===== src/rtl/bin_to_bcd_seq.sv =====
// Sequential 10-bit binary to 3-digit BCD converter (double dabble, one bit per cycle).
// Define BCD_SIGN_EN to treat bin_in as two's complement and report the sign on `negative`.
module bin_to_bcd_seq (
   input  logic       clk,
   input  logic       rst,
   input  logic       start,
   input  logic [9:0] bin_in,
   output logic       busy,
   output logic       done,
   output logic [3:0] out_ones,
   output logic [3:0] out_tens,
   output logic [3:0] out_huns,
   output logic       negative,
   output logic       ovf
);

   localparam int unsigned BIN_W = 10;
   localparam int unsigned DIG_W = 4;
   localparam int unsigned THO_W = 2;
   localparam int unsigned BCD_W = THO_W + 3 * DIG_W;
   localparam int unsigned CNT_W = 4;
   localparam logic [CNT_W-1:0] LAST_ITER = CNT_W'(BIN_W - 1);
   localparam logic [DIG_W-1:0] NINE      = DIG_W'(9);

   typedef enum logic [1:0] {S_IDLE, S_SHIFT, S_FIX, S_DONE} state_t;

   state_t             state_q, state_d;
   logic [CNT_W-1:0]   cnt_q, cnt_d;
   logic [BIN_W-1:0]   bin_q, bin_d;
   logic [BCD_W-1:0]   bcd_q, bcd_d;
   logic               sign_q, sign_d;
   logic               busy_q, busy_d;
   logic               done_q, done_d;
   logic [DIG_W-1:0]   ones_q, ones_d;
   logic [DIG_W-1:0]   tens_q, tens_d;
   logic [DIG_W-1:0]   huns_q, huns_d;
   logic               neg_q, neg_d;
   logic               ovf_q, ovf_d;

   logic [BIN_W-1:0]   mag_c;
   logic               sign_c;
   logic [BCD_W-1:0]   adj_c;

   // Magnitude and sign of the incoming value
   always_comb begin
`ifdef BCD_SIGN_EN
      sign_c = bin_in[BIN_W-1];
      mag_c  = sign_c ? (~bin_in + BIN_W'(1)) : bin_in;
`else
      sign_c = 1'b0;
      mag_c  = bin_in;
`endif
   end

   // Add-3 correction on the three low digits; the 2-bit thousands digit never reaches 5
   always_comb begin
      adj_c = bcd_q;
      for (int i = 0; i < 3; i++) begin
         if (bcd_q[i*DIG_W +: DIG_W] >= DIG_W'(5))
            adj_c[i*DIG_W +: DIG_W] = bcd_q[i*DIG_W +: DIG_W] + DIG_W'(3);
      end
   end

   always_ff @(posedge clk) begin
      if (rst) begin
         state_q <= S_IDLE;
         cnt_q   <= '0;
         bin_q   <= '0;
         bcd_q   <= '0;
         sign_q  <= 1'b0;
         busy_q  <= 1'b0;
         done_q  <= 1'b0;
         ones_q  <= '0;
         tens_q  <= '0;
         huns_q  <= '0;
         neg_q   <= 1'b0;
         ovf_q   <= 1'b0;
      end else begin
         state_q <= state_d;
         cnt_q   <= cnt_d;
         bin_q   <= bin_d;
         bcd_q   <= bcd_d;
         sign_q  <= sign_d;
         busy_q  <= busy_d;
         done_q  <= done_d;
         ones_q  <= ones_d;
         tens_q  <= tens_d;
         huns_q  <= huns_d;
         neg_q   <= neg_d;
         ovf_q   <= ovf_d;
      end
   end

   always_comb begin
      state_d = state_q;
      case (state_q)
         S_IDLE:  if (start) state_d = S_SHIFT;
         S_SHIFT: if (cnt_q == LAST_ITER) state_d = S_FIX;
         S_FIX:   state_d = S_DONE;
         S_DONE:  state_d = S_IDLE;
         default: state_d = S_IDLE;
      endcase
   end

   always_comb begin
      cnt_d  = cnt_q;
      bin_d  = bin_q;
      bcd_d  = bcd_q;
      sign_d = sign_q;
      ones_d = ones_q;
      tens_d = tens_q;
      huns_d = huns_q;
      neg_d  = neg_q;
      ovf_d  = ovf_q;
      busy_d = (state_d != S_IDLE);
      done_d = (state_d == S_DONE);
      case (state_q)
         S_IDLE: begin
            if (start) begin
               cnt_d  = '0;
               bin_d  = mag_c;
               bcd_d  = '0;
               sign_d = sign_c;
            end
         end
         S_SHIFT: begin
            bcd_d = {adj_c[BCD_W-2:0], bin_q[BIN_W-1]};
            bin_d = {bin_q[BIN_W-2:0], 1'b0};
            cnt_d = cnt_q + CNT_W'(1);
         end
         S_FIX: begin
            neg_d = sign_q;
            if (bcd_q[BCD_W-1 -: THO_W] != '0) begin
               huns_d = NINE;
               tens_d = NINE;
               ones_d = NINE;
               ovf_d  = 1'b1;
            end else begin
               huns_d = bcd_q[2*DIG_W +: DIG_W];
               tens_d = bcd_q[DIG_W +: DIG_W];
               ones_d = bcd_q[0 +: DIG_W];
               ovf_d  = 1'b0;
            end
         end
         default: ;
      endcase
   end

   assign busy     = busy_q;
   assign done     = done_q;
   assign out_ones = ones_q;
   assign out_tens = tens_q;
   assign out_huns = huns_q;
   assign negative = neg_q;
   assign ovf      = ovf_q;

endmodule


===== config.mk =====
export PLATFORM = sky130hd
export DESIGN_NAME = bin_to_bcd_seq
export DESIGN_NICKNAME = d
export VERILOG_FILES = /design/src/rtl/bin_to_bcd_seq.sv
export SDC_FILE = /design/constraint.sdc
export NUM_CORES = 1
export LEC_CHECK = 0
export CORE_MARGIN = 3
export CORE_UTILIZATION = 57
export CTS_CLUSTER_SIZE = 8
export DETAILED_ROUTE_END_ITERATION = 8
export PLACE_DENSITY_LB_ADDON = 0.1
export SYNTH_ARGS = -nofsm -noshare
export SYNTH_HDL_FRONTEND = slang
export SYNTH_SLANG_ARGS = --single-unit

===== constraint.sdc =====
create_clock -name clk -period 2.1 [get_ports clk]
set_input_delay 0.42 -clock clk [delete_from_list [all_inputs] [get_ports clk]]
set_output_delay 0.42 -clock clk [all_outputs]
set_load 0.01 [all_outputs]

==> qor.yml, run 1 <==
layout:
  drive_gt1_frac: 0.06693
  fillers: 267
  design_area_sq_mm: 0.002322
  finalNetCount: 276
  diodes: 0
  regArea_sq_um: 900.9
  multi_input_area_sq_um: 970.9
  syn_to_final_growth_pct: 17.47
synth:
  synth_common_cells: "dfxtp_1 (45), nor2_1 (44), nor3_1 (17)"
  syn_area_sq_mm: 0.001977
  seq_area_frac_synth: 0.4557
  ys_seq_elements: 45
  synth_async_sr_flop_share: 0
  synthCells: 227
  synth.distinct_cells: 34
  yosys-top-cells-area: "dfxtp_1 (46%), nor2_1 (8.4%), ha_1 (5.1%)"
  synth_edf_count: 0
  yosys_warnings: 0
  synth_top_family_by_area: "simple AND/OR/NAND/NOR gates"
  synth_simple_gate_area_frac: 0.2184
  synth_top_area_frac: 0.4557
  synth_ff_type: "dfxtp_1"
  yosys.cell_count.top_type: "dfxtp_1"
  synth_compound_area_frac: 0.1829
  synthMuxAreaShare: 0.01519
  synth.net_count: 248
  synth-xor-area-share: 0.02215
  synth-adder-area-share: 0.05063
  avgSynthCellArea_sq_um: 8.709
  synth_largest_area_cell: "dfxtp_1"
place:
  gp_congestion: 0.8064
  dp_slack_ns: 0.3417
  postPlaceCellArea_sq_mm: 0.002280
  portBuffers: 27
  dp.final_hpwl_um: 2819
worst_setup_path:
  end_kind: "primary output"
  path_class: "flip-flop to primary output"
  crit_path_start_kind: "flip-flop"
  path_buf_inv: 1
  cp_max_fo: 2
  crit_arrival_ns: 1.25
  cpPeakStageDelay_ns: 0.54
  reg2reg_slack_ns: 0.49
  crit_slowest_cell: "clkdlybuf4s50_1"
  crit_chain: "clkdlybuf4s50_1"
  required_ns: 1.68
  cp_top_family: "buffers and inverters"
pwr:
  power_mw: 1.417
  p_per_area_mw_per_mm2: 610.1
  leakage_nw: 0.8953
  worst_ir_drop_vdd_mv: 0.4703
clock_tree:
  cts.path.max_buffers: 2
  post_cts_resized: 0
  insertion_delay_ns: 0.35
  root_buffer: "clkbuf_4"
  htreeDepth: 2
  clock_sinks: 45
  numCtsBuffers: 5
  clk_pin_slew_ns: 0.12
  hold_buffers: 0
  postCtsSetupRepairBufs: 0
  cts_tree: "built"
timing:
  period_share: 0.7975
  final-setup-viol-count: 0
  worst_pin_slew_ns: 0.6311
  clock.fmax_ghz: 0.5971
  finalSetupTns_ns: 0
  fin_crit_ns: 1.675
  rsz0062_at_grt: "false"
  timing.slew.headroom: 0.5787
  drv_slew: 0
  hold_ws_ns: 0.4954
  skew_ns: 0.008807
  setup_ws_ns: 0.4251
  final_hold_viol_count: 0
die:
  core-area_sq_mm: 0.003178
  fp.dieArea_sq_mm: 0.004211
  fp.dieH_um: 64.89
  die_w_um: 64.89
  num_io_pins: 29
  start_util: 0.6220
  row_count: 20
run:
  maxCapViolations: 0
global_routing:
  antenna_found_initial: 0
  grtUsageTotal: 0.2020
  gr-total-overflow: 0
  grt_max_degree: 26
  first_global_vias: 1496
  grt_pass1_wl_um: 6617
routing:
  first_iter_violations: 94
  drt-vias-per-instance: 5.570
  drc: 0
  routed_wl_um: 3956
  dr_total_vias: 1660
  wl_per_cell_um: 13.28
  ant_nets: 0
  first_pass_iters: 4
worst_hold_path:
  hold_class: "flip-flop to flip-flop"
outcome:
  outcome: "completed"
## state kept, by name, summed over array words and instances (netlist names)
signal	cells
done	1
out_ones	4
ovf	1
busy	1
out_tens	4
bin_q	10
out_huns	4
state_q	2
bcd_q	14
cnt_q	4
## cell usage in the layout (no fill, tap or decap), types with 2 or more instances in the layout
master           count
dfxtp_1             45
nor2_1              44
clkdlybuf4s50_1     27
nor3_1              17
a21oi_1             14
nor2b_1              9
o21ai_0              9
inv_1                8
a22o_1               8
a22oi_1              8
ha_1                 8
o22ai_1              7
buf_4                7
nand2b_1             5
clkbuf_4             5
nand3_1              4
mux2i_1              3
xnor2_1              3
a211oi_1             3
nor2_2               2
nand2_1              2
or3_1                2
a2bb2oi_1            2
a32oi_1              2
xor2_1               2
## cells by family after synthesis
| family | count (synthesis) |
|---|---|
| AND/OR/NAND/NOR | 89 |
| AO/OA/AOI/OAI | 55 |
| flip-flops | 45 |
| buffers and inverters | 21 |
| adder cells (fa/ha/maj) | 8 |
| XOR/XNOR | 5 |
| multiplexers | 3 |
| other | 1 |
## metal layers
layer | track usage | vias to the layer above | wire, um
met5 | 0 | - | 0
met4 | 0.04485 | 0 | 23
met3 | 0.06412 | 4 | 192
met2 | 0.3142 | 31 | 1851
met1 | 0.2736 | 781 | 1889
li1 | - | 844 | -
## power breakdown
group / leakage (nW) / internal (mW) / switching, mW
Sequential: 0.366 / 0.879 / 0.0194
Clock: 0.0269 / 0.116 / 0.247
Combinational: 0.503 / 0.0745 / 0.0803
Total: 0.895 / 1.07 / 0.347
## stage by stage
stage	util	cells
4_1_cts	0.7307	298
3_3_place_gp	0.7173	292
3_5_place_dp	0.7173	292
2_1_floorplan	-	227
5_1_grt	0.7307	298
6_report	0.7307	298
## final timing paths
path                from  cells past startpoint     endpoint
max          out_tens[3]                      1  out_tens[3]
min                  ovf                      2          ovf
max reg2reg   state_q[1]                      4  out_ones[3]
min reg2reg          ovf                      2          ovf
## area by class of cell
type                       count  area share
sequential                    45      0.3879
timing repair buffer          34      0.1390
clock buffer                   5     0.01616
tap                           44     0.02371
multi-input combinational    161      0.4181
inverter                       8     0.01293
clock inverter                 1    0.002155
(Power assumes the default switching activity.)
==> run 2: changes to the inputs <==
- CORE_UTILIZATION: 57 -> 48
- clock period: 2.1 -> 1.35 ns (I/O delays scaled with it)
==> qor.yml, run 2 (synthesis results as in run 1) <==
clock_tree:
  insertion_delay_ns: 0.30  # -0.05 ns
  clk_pin_slew_ns: 0.09  # -0.03 ns
  clock_sinks: 45  # unchanged
  cts.path.max_buffers: 2  # unchanged
  cts_tree: "built"
  numCtsBuffers: 5  # unchanged
  root_buffer: "clkbuf_8"
  htreeDepth: 2  # unchanged
worst_setup_path:
  r2r.worst_path.cells: 7  # +3
  r2r-start: "bcd_q[9]"
  cpPeakStageDelay_ns: 0.36  # -0.18 ns
  end_kind: "flip-flop"
  path_class: "flip-flop to flip-flop"
  crit_start: "bcd_q[9]"
  crit_path_start_kind: "flip-flop"
  crit_slowest_cell: "dfxtp_2"
  required_ns: 1.55  # -0.13 ns
  cp_max_fo: 3  # +1
  crit_chain: "inv_4 -> ha_4 -> nand2b_4 -> a21oi_4 -> buf_4 -> nor2_1 -> a22o_1"
  crit_arrival_ns: 1.54  # +0.29 ns
layout:
  fin_util: 0.7217  # -0.008995
  final_cell_mix: "nor2_1 (43), dfxtp_1 (38), buf_4 (35)"
  fillers: 295  # +10%
  final_common_cell: "nor2_1"
  largest_register_ff_count: 14  # unchanged
  reg_top3: "bcd_q (14), bin_q (10)"
  drive_gt1_frac: 0.2632  # +0.1962
  diodes: 0  # unchanged
  largest_register: "bcd_q"
  finalNetCount: 305  # +11%
  syn_to_final_growth_pct: 39.68
  multi_input_area_sq_mm: 0.001084  # +12%
  regArea_sq_um: 914.6  # +1.5%
timing:
  period_share: 0.9905
  rsz0062_at_grt: "true"
  fin_crit_ns: 1.337
  skew_ns: 0.009605  # +0.0007978 ns
  final_hold_viol_count: 0  # unchanged
  final-setup-viol-count: 0  # unchanged
  clock.fmax_ghz: 0.7478
  drv_slew: 0  # unchanged
outcome:
  outcome: "completed"
routing:
  dr_total_vias: 1759  # +6.0%
  routed_wl_um: 4543  # +15%
  first_pass_iters: 4  # unchanged
  drt-vias-per-instance: 5.282  # -5.2%
  wl_per_cell_um: 13.64  # +2.8%
  ant_nets: 0  # unchanged
  drc: 0  # unchanged
  first_iter_violations: 171  # +82%
pwr:
  seq_power_share: 0.485  # -0.149
  worst_ir_drop_vdd_mv: 0.7394  # +57%
  swShare: 0.2161  # -0.02886
  p_per_area_mw_per_mm2: 1038  # +70%
  power_switching_uw: 619.6  # +79%
  power.internal_mw: 2.248  # +110%
  leakage_nw: 1.177  # +31%
  power_mw: 2.868  # +100%
  power_frac_comb: 0.101  # -0.008
  power_frac_clock: 0.414  # +0.157
die:
  die_w_um: 70.18  # +8.1%
  core-area_sq_mm: 0.003826  # +20%
  num_io_pins: 29  # unchanged
  row_count: 22  # +10%
  start_util: 0.5167  # -0.1054
  fp.dieH_um: 70.18  # +8.1%
  fp.dieArea_sq_mm: 0.004925  # +17%
global_routing:
  grtUsageTotal: 0.1873  # -0.01476
  grt_max_degree: 25  # -3.8%
  antenna_found_initial: 0  # unchanged
  gr-total-overflow: 0  # unchanged
  first_global_vias: 1581  # +5.7%
  grt_pass1_wl_um: 7527  # +14%
worst_hold_path:
  hp-start: "start"
  holdPathStages: 4  # +2
  hold_class: "input pin to flip-flop"
place:
  portBuffers: 27  # unchanged
  dp.final_hpwl_um: 3015  # +7.0%
  gp_congestion: 0.7721  # -4.3%
run:
  maxCapViolations: 0  # unchanged
run 2: cell types whose count changed in the layout (fill, tap and decap cells not counted), moves of 5 or more:
| cell | delta |
|---|---|
| buf_4 | +28 |
| dlygate4sd2_1 | +15 |
| dfxtp_2 | +5 |
| inv_1 | -5 |
| clkbuf_4 | -5 |
| nand2b_1 | -5 |
| clkbuf_8 | +5 |
| dfxtp_1 | -7 |
| clkdlybuf4s50_1 | -16 |
run 2: final cells by class:
| class | instances | share of cell area |
|---|---|---|
| tap | 48 | 0.02175 |
| timing repair buffer | 63 | 0.1944 |
| sequential | 45 | 0.3312 |
| inverter | 8 | 0.01178 |
| clock inverter | 3 | 0.02356 |
| clock buffer | 5 | 0.02492 |
| multi-input combinational | 161 | 0.3924 |
run 2: worst paths after layout:
check,slack (ns),end
max reg2reg,0.01,bcd_q[12]
min,0.45,bin_q[2]
max,0.01,bcd_q[12]
min reg2reg,0.49,out_huns[3]
run 2: through the flow:
stage               instance area [sq um]  hold WS (ns)  setup TNS (ns)  setup WS (ns)  cells
floorplan                            1984        0.4359               0        0.01466    227
global placement                     2487        0.4674          -6.093        -0.2173    322
detailed placement                   2487        0.4799          -6.422        -0.2385    322
CTS                                  2678        0.4957               0      0.0006344    332
global route                         2761        0.4863         -0.1186       -0.05006    333
finish                               2761        0.4537               0        0.01279    333
run 2: worst max-delay path, delay by kind of cell, from the launching register on:
kind	cells	cell delay, ns
compound gates	2	0.38
fa+ha+maj	1	0.14
buf+inv	2	0.18
flops	1	0.36
simple gates	2	0.18
run 2: power groups by stage:
stage,Clock [mW],Combinational [mW],Sequential [mW]
after floorplan,0,0.168,1.42
after global placement,0,0.277,1.42
after detailed placement,0,0.279,1.42
after CTS,1.21,0.286,1.39
after global routing,1.27,0.320,1.40
final,1.19,0.290,1.39
run 2: layer usage:
metal / track usage / part of all wire / wire, um
met5: 0 / 0 / 0
met4: 0.05106 / 0.012 / 55
met3: 0.04460 / 0.050 / 229
met2: 0.2760 / 0.47 / 2114
met1: 0.2719 / 0.47 / 2144
run 2: repair_timing:
| item | CTS | global route |
|---|---|---|
| pin swaps | 5 | 5 |
| hold buffers | 0 | 0 |
| gates resized for setup | 31 | 20 |
| gates cloned | 0 | 0 |
| setup endpoints to repair | 31 | 31 |
| setup buffers | 2 | 1 |
| endpoints found under the hold margin | 0 | 0 |
==> run 3: changes to the inputs <==
- CORE_UTILIZATION: 48 -> 57
- PLACE_DENSITY: unset -> 0.91
- PLACE_DENSITY_LB_ADDON: 0.1 -> unset
- SLEW_MARGIN: unset -> 25
- clock period: 1.35 -> 1.57 ns (I/O delays scaled with it)
==> qor.yml, run 3 (synthesis results as in run 1) <==
clock_tree:
  hold_buffers: 0  # unchanged
  htreeDepth: 2  # unchanged
  clk_pin_slew_ns: 0.12  # +0.03 ns
  clock_sinks: 45  # unchanged
  numCtsBuffers: 5  # unchanged
  insertion_delay_ns: 0.37  # +0.07 ns
  cts.path.max_buffers: 2  # unchanged
  cts_tree: "built"
  root_buffer: "clkbuf_4"
routing:
  routed_wl_um: 4445  # -2.2%
  ant_nets: 0  # unchanged
  wl_per_cell_um: 14.34  # +5.1%
  dr_total_vias: 1755  # -0.23%
  drc: 0  # unchanged
  first_iter_violations: 120  # -30%
  drt-vias-per-instance: 5.661  # +7.2%
  first_pass_iters: 4  # unchanged
global_routing:
  grt_pass1_wl_um: 7383  # -1.9%
  grtUsageTotal: 0.2284  # +0.04106
  antenna_found_initial: 0  # unchanged
  first_global_vias: 1628  # +3.0%
  gr-total-overflow: 0  # unchanged
  grt_max_degree: 35  # +40%
place:
  portBuffers: 27  # unchanged
  gp_congestion: 0.8342  # +8.0%
  postPlaceCellArea_sq_mm: 0.002347  # -5.6%
  dp.final_hpwl_um: 3045  # +1.0%
timing:
  final_hold_viol_count: 0  # unchanged
  skew_ns: 0.01091  # +0.001304 ns
  fin_crit_ns: 1.536  # +0.1992 ns
  final-setup-viol-count: 0  # unchanged
  drv_slew: 0  # unchanged
  finalSetupTns_ns: 0  # unchanged
  clock.fmax_ghz: 0.6509  # -13%
  period_share: 0.9786  # -0.01193
  rsz0062_at_grt: "true"
worst_setup_path:
  required_ns: 1.87  # +0.32 ns
  crit_chain: "nand2b_1 -> nor3_4 -> a22oi_1 -> nor2_1"
  cpPeakStageDelay_ns: 0.45  # +0.09 ns
  crit_slowest_cell: "dfxtp_1"
  cp_max_fo: 10  # +7
  path_class: "flip-flop to flip-flop"
  path_buf_inv: 0  # -2
  cp_top_family: "simple AND/OR/NAND/NOR gates"
  end_kind: "flip-flop"
  crit_arrival_ns: 1.84  # +0.30 ns
  crit_path_start_kind: "flip-flop"
run:
  maxCapViolations: 0  # unchanged
die:
  row_count: 20  # -9.1%
  die_w_um: 64.89  # -7.5%
  start_util: 0.6220  # +0.1054
  core-area_sq_mm: 0.003178  # -17%
  fp.dieH_um: 64.89  # -7.5%
  fp.dieArea_sq_mm: 0.004211  # -14%
  num_io_pins: 29  # unchanged
pwr:
  worst_ir_drop_vdd_mv: 0.7126  # -3.6%
  p_per_area_mw_per_mm2: 833.8  # -20%
  leakage_nw: 1.149  # -2.4%
  power_mw: 2.058  # -28%
layout:
  largest_register_ff_count: 14  # unchanged
  syn_to_final_growth_pct: 24.87
  diodes: 0  # unchanged
  final_cell_mix: "nor2_1 (43), dfxtp_1 (40), nor3_1 (17), buf_4 (17), clkdlybuf4s50_1 (12)"
  largest_register: "bcd_q"
  drive_gt1_frac: 0.1466  # -0.1165
  final_common_cell: "nor2_1"
  design_area_sq_mm: 0.002469  # -11%
  reg_top3: "bcd_q (14), bin_q (10)"
  finalNetCount: 286  # -6.2%
  fillers: 229  # -22%
outcome:
  outcome: "completed"
worst_hold_path:
  hold_class: "flip-flop to flip-flop"
## run 3: changes by cell type in the layout (fill, tap and decap cells not counted), moves of 5 or more
| cell | previous run | this run |
|---|---|---|
| clkbuf_4 | 0 | 5 |
| dlygate4sd2_1 | 15 | 6 |
| dlymetal6s2s_1 | 1 | 9 |
| nand2b_1 | 0 | 5 |
| inv_1 | 3 | 8 |
| buf_4 | 35 | 17 |
## run 3: through the flow
stage / utilization / setup slack, ns / hold slack [ns] / instances
final: 0.7768 / 0.03361 / 0.4973 / 310
after global routing: 0.7768 / -0.03436 / 0.5283 / 310
after CTS: 0.7594 / 0.001566 / 0.5016 / 309
after detailed placement: 0.7386 / -0.04231 / 0.4804 / 301
after global placement: 0.7386 / -0.01327 / 0.4773 / 301
after floorplan: - / 0.2017 / 0.4546 / 227
## run 3: repair_timing
| item | CTS | global route |
|---|---|---|
| hold endpoints to repair | 0 | 0 |
| setup buffers | 0 | 1 |
| pin swaps | 0 | 2 |
| gates resized for setup | 7 | 19 |
| endpoints found under the setup margin | 7 | 27 |
## run 3: area by class of cell
class,count,area (sq um),share of cell area
Clock inverter,1,5.005,0.002027
Multi-Input combinational cell,161,993.5,0.4024
Clock buffer,7,65.06,0.02636
Sequential cell,45,907.1,0.3675
Tap cell,44,55.05,0.02230
Timing Repair Buffer,44,412.9,0.1673
Inverter,8,30.03,0.01216
## run 3: where the power goes
| part | total (mW) | switching (mW) | internal [mW] |
|---|---|---|---|
| Combinational | 0.226 | 0.114 | 0.112 |
| Sequential | 1.20 | 0.0267 | 1.18 |
| Clock | 0.630 | 0.370 | 0.260 |
## run 3: worst reg2reg max path: stages (launching register included)
cell and delay (ns):
dfxtp_1 0.45, nand2b_1 0.30, nor3_4 0.41, a22oi_1 0.16
nor2_1 0.15
## run 3: metal layers
| metal | track usage | up-vias | routed length [um] |
|---|---|---|---|
| li1 | - | 861 | - |
| met1 | 0.2873 | 826 | 1983 |
| met2 | 0.3640 | 55 | 2082 |
| met3 | 0.06932 | 13 | 295 |
| met4 | 0.08971 | 0 | 82 |
| met5 | 0 | - | 0 |
## run 3: final timing paths
path                            slack (ns)          end        start  cells after the start
worst max-delay path                  0.03  out_ones[1]   state_q[0]                      4
worst max register to register        0.03  out_ones[1]   state_q[0]                      4
worst min register to register        0.50  out_huns[3]  out_huns[3]                      2
worst min-delay path                  0.50  out_huns[3]  out_huns[3]                      2
